===== src/rtl/alarm_pkg.sv =====
`default_nettype none
// ============================================================================
//  Module      : alarm_pkg
//  Description : Shared state encoding and helpers for the alarm controller.
//  Revision    : 1.0  initial release
// ============================================================================
package alarm_pkg;

    localparam int STATE_W = 3;

    typedef enum logic [STATE_W-1:0] {
        DISARMED    = 3'd0,
        EXIT_DELAY  = 3'd1,
        ARMED       = 3'd2,
        ENTRY_DELAY = 3'd3,
        ALARM       = 3'd4
    } state_e;

    function automatic int max2(input int a, input int b);
        return (a > b) ? a : b;
    endfunction

endpackage
`default_nettype wire


===== src/rtl/alarm_timer.sv =====
`default_nettype none
// ============================================================================
//  Module      : alarm_timer
//  Description : Loadable down counter that holds at zero.
//  Revision    : 1.0  initial release
// ============================================================================
module alarm_timer #(
    parameter int WIDTH = 6
) (
    input  logic             clk,
    input  logic             rst,
    input  logic             load,
    input  logic [WIDTH-1:0] load_val,
    output logic [WIDTH-1:0] value,
    output logic             zero
);

    logic [WIDTH-1:0] count_q;

    always_ff @(posedge clk or posedge rst) begin
        if (rst) begin
            count_q <= '0;
        end else if (load) begin
            count_q <= load_val;
        end else if (count_q != '0) begin
            count_q <= count_q - WIDTH'(1);
        end
    end

    assign value = count_q;
    assign zero  = (count_q == '0);

endmodule
`default_nettype wire


===== src/rtl/alarm_ctrl.sv =====
`default_nettype none
// ============================================================================
//  Module      : alarm_ctrl
//  Description : Intruder alarm FSM with exit/entry delays, siren and keypad lockout.
//  Revision    : 1.0  initial release
// ============================================================================
module alarm_ctrl
    import alarm_pkg::*;
#(
    parameter int                N_SENSORS    = 2,
    parameter int                CODE_W       = 5,
    parameter logic [CODE_W-1:0] ARM_CODE     = 5'b10000,
    parameter logic [CODE_W-1:0] DISARM_CODE  = 5'b00100,
    parameter int                EXIT_CYCLES  = 8,
    parameter int                ENTRY_CYCLES = 8,
    parameter int                SIREN_CYCLES = 32,
    parameter int                LOCK_CYCLES  = 16,
    parameter int                MAX_TRIES    = 3
) (
    input  logic                 clk,
    input  logic                 rst,
    input  logic [N_SENSORS-1:0] sensor,
    input  logic [N_SENSORS-1:0] zone_en,
    input  logic [CODE_W-1:0]    code,
    input  logic                 code_valid,
    output logic                 active,
    output logic                 alarm,
    output logic [STATE_W-1:0]   state,
    output logic                 locked
);

    localparam int MAX_DLY = max2(max2(EXIT_CYCLES, ENTRY_CYCLES), max2(SIREN_CYCLES, LOCK_CYCLES));
    localparam int TMR_W   = $clog2(MAX_DLY) + 1;
    localparam int BT_W    = $clog2(MAX_TRIES + 1);

    localparam logic [TMR_W-1:0] EXIT_LD  = TMR_W'(EXIT_CYCLES - 1);
    localparam logic [TMR_W-1:0] ENTRY_LD = TMR_W'(ENTRY_CYCLES - 1);
    localparam logic [TMR_W-1:0] SIREN_LD = TMR_W'(SIREN_CYCLES - 1);
    localparam logic [TMR_W-1:0] LOCK_LD  = TMR_W'(LOCK_CYCLES - 1);

    generate
        if (ARM_CODE == DISARM_CODE || EXIT_CYCLES < 1 || ENTRY_CYCLES < 1 ||
            SIREN_CYCLES < 1 || LOCK_CYCLES < 1 || MAX_TRIES < 1) begin : g_param_check
            $error("alarm_ctrl: codes must differ and all delays/tries must be >= 1");
        end
    endgenerate

    state_e            state_q, state_d;
    logic              active_q, alarm_q, locked_q;
    logic [BT_W-1:0]   tries_q, tries_d, tries_inc;
    logic              tmr_load, lock_load;
    logic [TMR_W-1:0]  tmr_ld_val, tmr_val, lock_val;
    logic              tmr_zero, lock_zero;
    logic              w_trip, w_acc, w_arm, w_disarm, w_wrong, w_lockout;
    logic              unused_ok;

    assign w_trip    = |(sensor & zone_en);
    assign w_acc     = code_valid & ~locked_q;
    assign w_arm     = w_acc & (code == ARM_CODE);
    assign w_disarm  = w_acc & (code == DISARM_CODE);
    assign w_wrong   = w_acc & ~w_arm & ~w_disarm;
    assign tries_inc = (tries_q == '1) ? tries_q : tries_q + BT_W'(1);
    assign w_lockout = w_wrong & (tries_inc >= BT_W'(MAX_TRIES));

    // Priority in armed states: disarm, then lockout, then timer/trip progress.
    always_comb begin
        state_d    = state_q;
        tries_d    = tries_q;
        tmr_load   = 1'b0;
        tmr_ld_val = '0;
        lock_load  = 1'b0;
        if (state_q == DISARMED) begin
            if (w_arm) begin
                state_d    = EXIT_DELAY;
                tmr_load   = 1'b1;
                tmr_ld_val = EXIT_LD;
            end
        end else if (w_disarm) begin
            state_d = DISARMED;
            tries_d = '0;
        end else if (w_lockout) begin
            state_d    = ALARM;
            tries_d    = '0;
            tmr_load   = 1'b1;
            tmr_ld_val = SIREN_LD;
            lock_load  = 1'b1;
        end else begin
            if (w_wrong) begin
                tries_d = tries_inc;
            end
            case (state_q)
                EXIT_DELAY: begin
                    if (tmr_zero) state_d = ARMED;
                end
                ARMED: begin
                    if (w_trip) begin
                        state_d    = ENTRY_DELAY;
                        tmr_load   = 1'b1;
                        tmr_ld_val = ENTRY_LD;
                    end
                end
                ENTRY_DELAY: begin
                    if (tmr_zero) begin
                        state_d    = ALARM;
                        tmr_load   = 1'b1;
                        tmr_ld_val = SIREN_LD;
                    end
                end
                ALARM: begin
                    if (tmr_zero) state_d = ARMED;
                end
                default: state_d = DISARMED;
            endcase
        end
    end

    always_ff @(posedge clk or posedge rst) begin
        if (rst) begin
            state_q  <= DISARMED;
            active_q <= 1'b0;
            alarm_q  <= 1'b0;
            locked_q <= 1'b0;
            tries_q  <= '0;
        end else begin
            state_q  <= state_d;
            active_q <= (state_d != DISARMED);
            alarm_q  <= (state_d == ALARM);
            tries_q  <= tries_d;
            if (lock_load) begin
                locked_q <= 1'b1;
            end else if (lock_zero) begin
                locked_q <= 1'b0;
            end
        end
    end

    alarm_timer #(.WIDTH(TMR_W)) u_fsm_timer (
        .clk      (clk),
        .rst      (rst),
        .load     (tmr_load),
        .load_val (tmr_ld_val),
        .value    (tmr_val),
        .zero     (tmr_zero)
    );

    alarm_timer #(.WIDTH(TMR_W)) u_lock_timer (
        .clk      (clk),
        .rst      (rst),
        .load     (lock_load),
        .load_val (LOCK_LD),
        .value    (lock_val),
        .zero     (lock_zero)
    );

    assign unused_ok = ^{tmr_val, lock_val};

    assign active = active_q;
    assign alarm  = alarm_q;
    assign state  = state_q;
    assign locked = locked_q;

endmodule
`default_nettype wire


===== config.mk =====
export PLATFORM = sky130hd
export DESIGN_NAME = alarm_ctrl
export DESIGN_NICKNAME = d
export VERILOG_FILES = /design/src/rtl/alarm_pkg.sv /design/src/rtl/alarm_timer.sv /design/src/rtl/alarm_ctrl.sv
export SDC_FILE = /design/constraint.sdc
export NUM_CORES = 1
export LEC_CHECK = 0
export ABC_AREA = 0
export ABC_CLOCK_PERIOD_IN_PS = 2000
export CORE_MARGIN = 2
export CORE_UTILIZATION = 61
export DETAILED_ROUTE_END_ITERATION = 8
export DONT_BUFFER_PORTS = 1
export PLACE_DENSITY = 0.84
export SETUP_SLACK_MARGIN = 0.15
export SKIP_LAST_GASP = 1
export SYNTH_ARGS = -nofsm -noshare
export SYNTH_HDL_FRONTEND = slang
export SYNTH_SLANG_ARGS = --single-unit

===== constraint.sdc =====
create_clock -name clk -period 2 [get_ports clk]
set_input_delay 0.1 -clock clk [delete_from_list [all_inputs] [get_ports clk]]
set_output_delay 0.1 -clock clk [all_outputs]
set_load 0.01 [all_outputs]

==> impl_metrics.py <==
metrics = {
    "global_route": {
        "overflow": 0,
        "grt_pass1_vias": 848,
        "grt_max_degree": 21,
        "antenna_found_initial": 0,
        "grt_usage_pct": 20.77,
        "grt_pass1_wl_um": 3864,
    },
    "final_layout": {
        "area_growth_pct": 7.315,
        "fillers": 146,
        "diodes": 0,
        "final_common_cell": "dfrtp_1",
        "fin_util_pct": 69.01,
        "drive_above_1_share_pct": 8.571,
        "stdcell_area_sq_um": 1340,
        "final_cell_mix": "dfrtp_1 (20), nand2_1 (11), inv_1 (9)",
        "final_nets": 157,
    },
    "timing": {
        "hold_viol": 0,
        "finalCritPeriodShare_pct": 89.68,
        "fin_ws_ns": 0.2064,
        "setup_viol": 0,
        "rsz0062_at_grt": "true",
        "timing.fmax_mhz": 557.5,
        "slew_violations": 0,
        "worst_pin_slew_ns": 0.7313,
        "whs_ns": 0.04276,
        "slew_headroom_pct": 51.19,
        "setup_tns_ns": 0,
        "clock_skew_ns": 0.002831,
        "fin_crit_ns": 1.794,
    },
    "power": {
        "swShare_pct": 40.81,
        "p_sw_mw": 0.7654,
        "p_per_area_nw_per_um2": 1400,
        "p_clk_share_pct": 12.2,
        "intPower_mw": 1.110,
        "p_leak_nw": 0.5868,
        "ir_worst_vdd_uv": 1076,
        "p_seq_share_pct": 42.3,
        "combPwrFrac_pct": 45.5,
    },
    "worst_hold_path": {
        "hp-start": "code[4]",
        "min_to": "state[1]",
        "hold_path_depth": 2,
        "holdCritPathClass": "in -> reg",
    },
    "cts": {
        "root_buffer": "clkbuf_4",
        "cts_tree": "yes",
        "clock_sinks": 20,
        "numCtsBuffers": 3,
        "cts.reportedPaths.clkPinSlew_ns": 0.11,
        "clock_path_buffers": 2,
        "clk_latency_ns": 0.30,
        "htreeDepth": 1,
    },
    "setup_path": {
        "worstPathArrival_ns": 2.02,
        "end_kind": "register",
        "cp_slowest_cell": "or4_4",
        "critPathTopFamily": "simple AND/OR/NAND/NOR gates",
        "crit_fanout": 6,
        "cp_num_buf_inv": 0,
        "path_cells": "or3_4 -> or4_4 -> o21ba_1 -> o211ai_1",
        "r2r_cells": 4,
        "r2r-start": "u_fsm_timer.value[2]",
        "reg2reg_to": "active",
        "cp-start-kind": "register",
        "r2r_slack_ns": 0.21,
        "slowest_delay_ns": 0.50,
        "timing_worst_setup_path_type": "reg -> reg",
        "cp.required_ns": 2.22,
    },
    "synth": {
        "synth_nets": 153,
        "avgSynthCellArea_sq_um": 9.115,
        "synth_cells": 137,
        "synth_ff_type": "dfrtp_1",
        "synth-seq-cells": 20,
        "synth_edf_count": 0,
        "ys.warnings.count": 0,
        "yosysSeqAreaShare_pct": 40.08,
        "syn_area_sq_um": 1249,
        "synthArstFlopShare_pct": 100.0,
        "yosysUniqueCellTypes": 43,
    },
    "detailed_routing": {
        "vias": 995,
        "via_per_inst": 5.958,
        "drc": 0,
        "firstDrtPassIters": 4,
        "ant_nets": 0,
        "wl_per_cell_um": 14.29,
        "drt-initial-drc-count": 43,
        "postRouteWirelength_um": 2386,
    },
    "status": {
        "status": "completed",
    },
    "floorplan": {
        "dieArea_sq_um": 2425,
        "start_util_pct": 64.30,
        "core_area_sq_um": 1942,
        "ios": 18,
        "die_h_um": 49.25,
        "die_width_um": 49.25,
        "rows": 16,
    },
    "placed_design": {
        "dpl-instance-area_sq_um": 1277,
        "dp_hpwl_um": 1771,
        "gp_congestion": 0.8039,
        "io_buffers": 0,
        "pre_cts_slack_ns": 0.1825,
    },
    "run": {
        "cap_viol_max_count": 0,
    },
}
[cell usage after synthesis (2+ instances only)]
cell,count,area (sq um)
o21ai_0,5,25.02
nor2_1,7,26.28
o211ai_1,3,22.52
nand3b_1,3,22.52
nor2b_1,3,18.77
nor3_1,7,35.03
clkbuf_1,4,15.01
xor2_1,4,35.03
a21oi_1,2,10.01
inv_1,9,33.78
nand3_1,4,20.02
nor4_1,2,12.51
o21bai_1,2,15.01
or3_1,5,31.28
a211o_1,3,26.28
xnor2_1,5,43.79
dfrtp_1,20,500.5
o31ai_1,5,37.54
nand2b_1,7,43.79
ha_1,4,50.05
nand2_1,11,41.29
[worst register-to-register path: stages, from the launching register on]
cell and delay [ns]:
dfrtp_1 0.44, or3_4 0.44, or4_4 0.50, o21ba_1 0.18, o211ai_1 0.16
[metal layers]
metal / track usage (%) / wire length, um / part of all wire (%) / vias to the layer above
li1: - / - / - / 502
met1: 29.37 / 1148 / 48 / 463
met2: 32.21 / 1096 / 46 / 28
met3: 4.294 / 114 / 4.8 / 2
met4: 5.714 / 26 / 1.1 / 0
met5: 0 / 0 / 0 / -
[through the flow]
| stage | cells | total power [mW] |
|---|---|---|
| floorplan | 137 | 1.444 |
| global placement | 161 | 1.580 |
| detailed placement | 161 | 1.625 |
| CTS | 166 | 1.859 |
| global route | 167 | 2.051 |
| finish | 167 | 1.876 |
[worst max path at each step]
stage	startpoint	slack (ns)	to	cells past startpoint
floorplan	u_fsm_timer.value[2]	0.24	active	5
global route	u_fsm_timer.value[1]	0.11	active	7
finish	u_fsm_timer.value[2]	0.21	active	4
detailed placement	u_fsm_timer.value[2]	0.18	active	4
CTS	u_fsm_timer.value[2]	0.16	active	4
global placement	u_fsm_timer.value[2]	0.24	active	4
[state kept, by name, summed over array words and instances (netlist names)]
register / cells
locked: 1
alarm: 1
active: 1
u_fsm_timer.value: 6
state: 3
tries_q: 2
u_lock_timer.value: 6
[layout make-up]
class | instances | area (sq um) | share of cell area (%)
clock buffer | 4 | 36.28 | 2.708
inverter | 9 | 33.78 | 2.521
multi-input combinational | 103 | 703.2 | 52.47
sequential | 20 | 500.5 | 37.35
tap | 27 | 33.78 | 2.521
timing repair buffer | 4 | 32.53 | 2.428
[cells by family after synthesis]
group	count (synthesis)	synth area share, %
simple gates	55	24.15
compound gates	34	20.24
flops	20	40.08
buf+inv	14	4.308
xor+xnor	9	6.312
fa+ha+maj	4	4.008
mux	1	0.9017
[power groups by stage]
stage / clock network, mW / registers [mW] / logic [mW]
floorplan: 0 / 0.737 / 0.707
global placement: 0 / 0.784 / 0.796
detailed placement: 0 / 0.795 / 0.830
CTS: 0.238 / 0.788 / 0.834
global route: 0.261 / 0.819 / 0.970
finish: 0.230 / 0.793 / 0.853
[timing repair]
| action | CTS | global route |
|---|---|---|
| buffers inserted | 0 | 1 |
| setup endpoints to repair | 0 | 5 |
| hold endpoints to repair | 20 | 0 |
| resized for setup | 0 | 3 |
| hold buffers | 1 | 0 |
No activity file was read; power rests on OpenSTA's default activity.
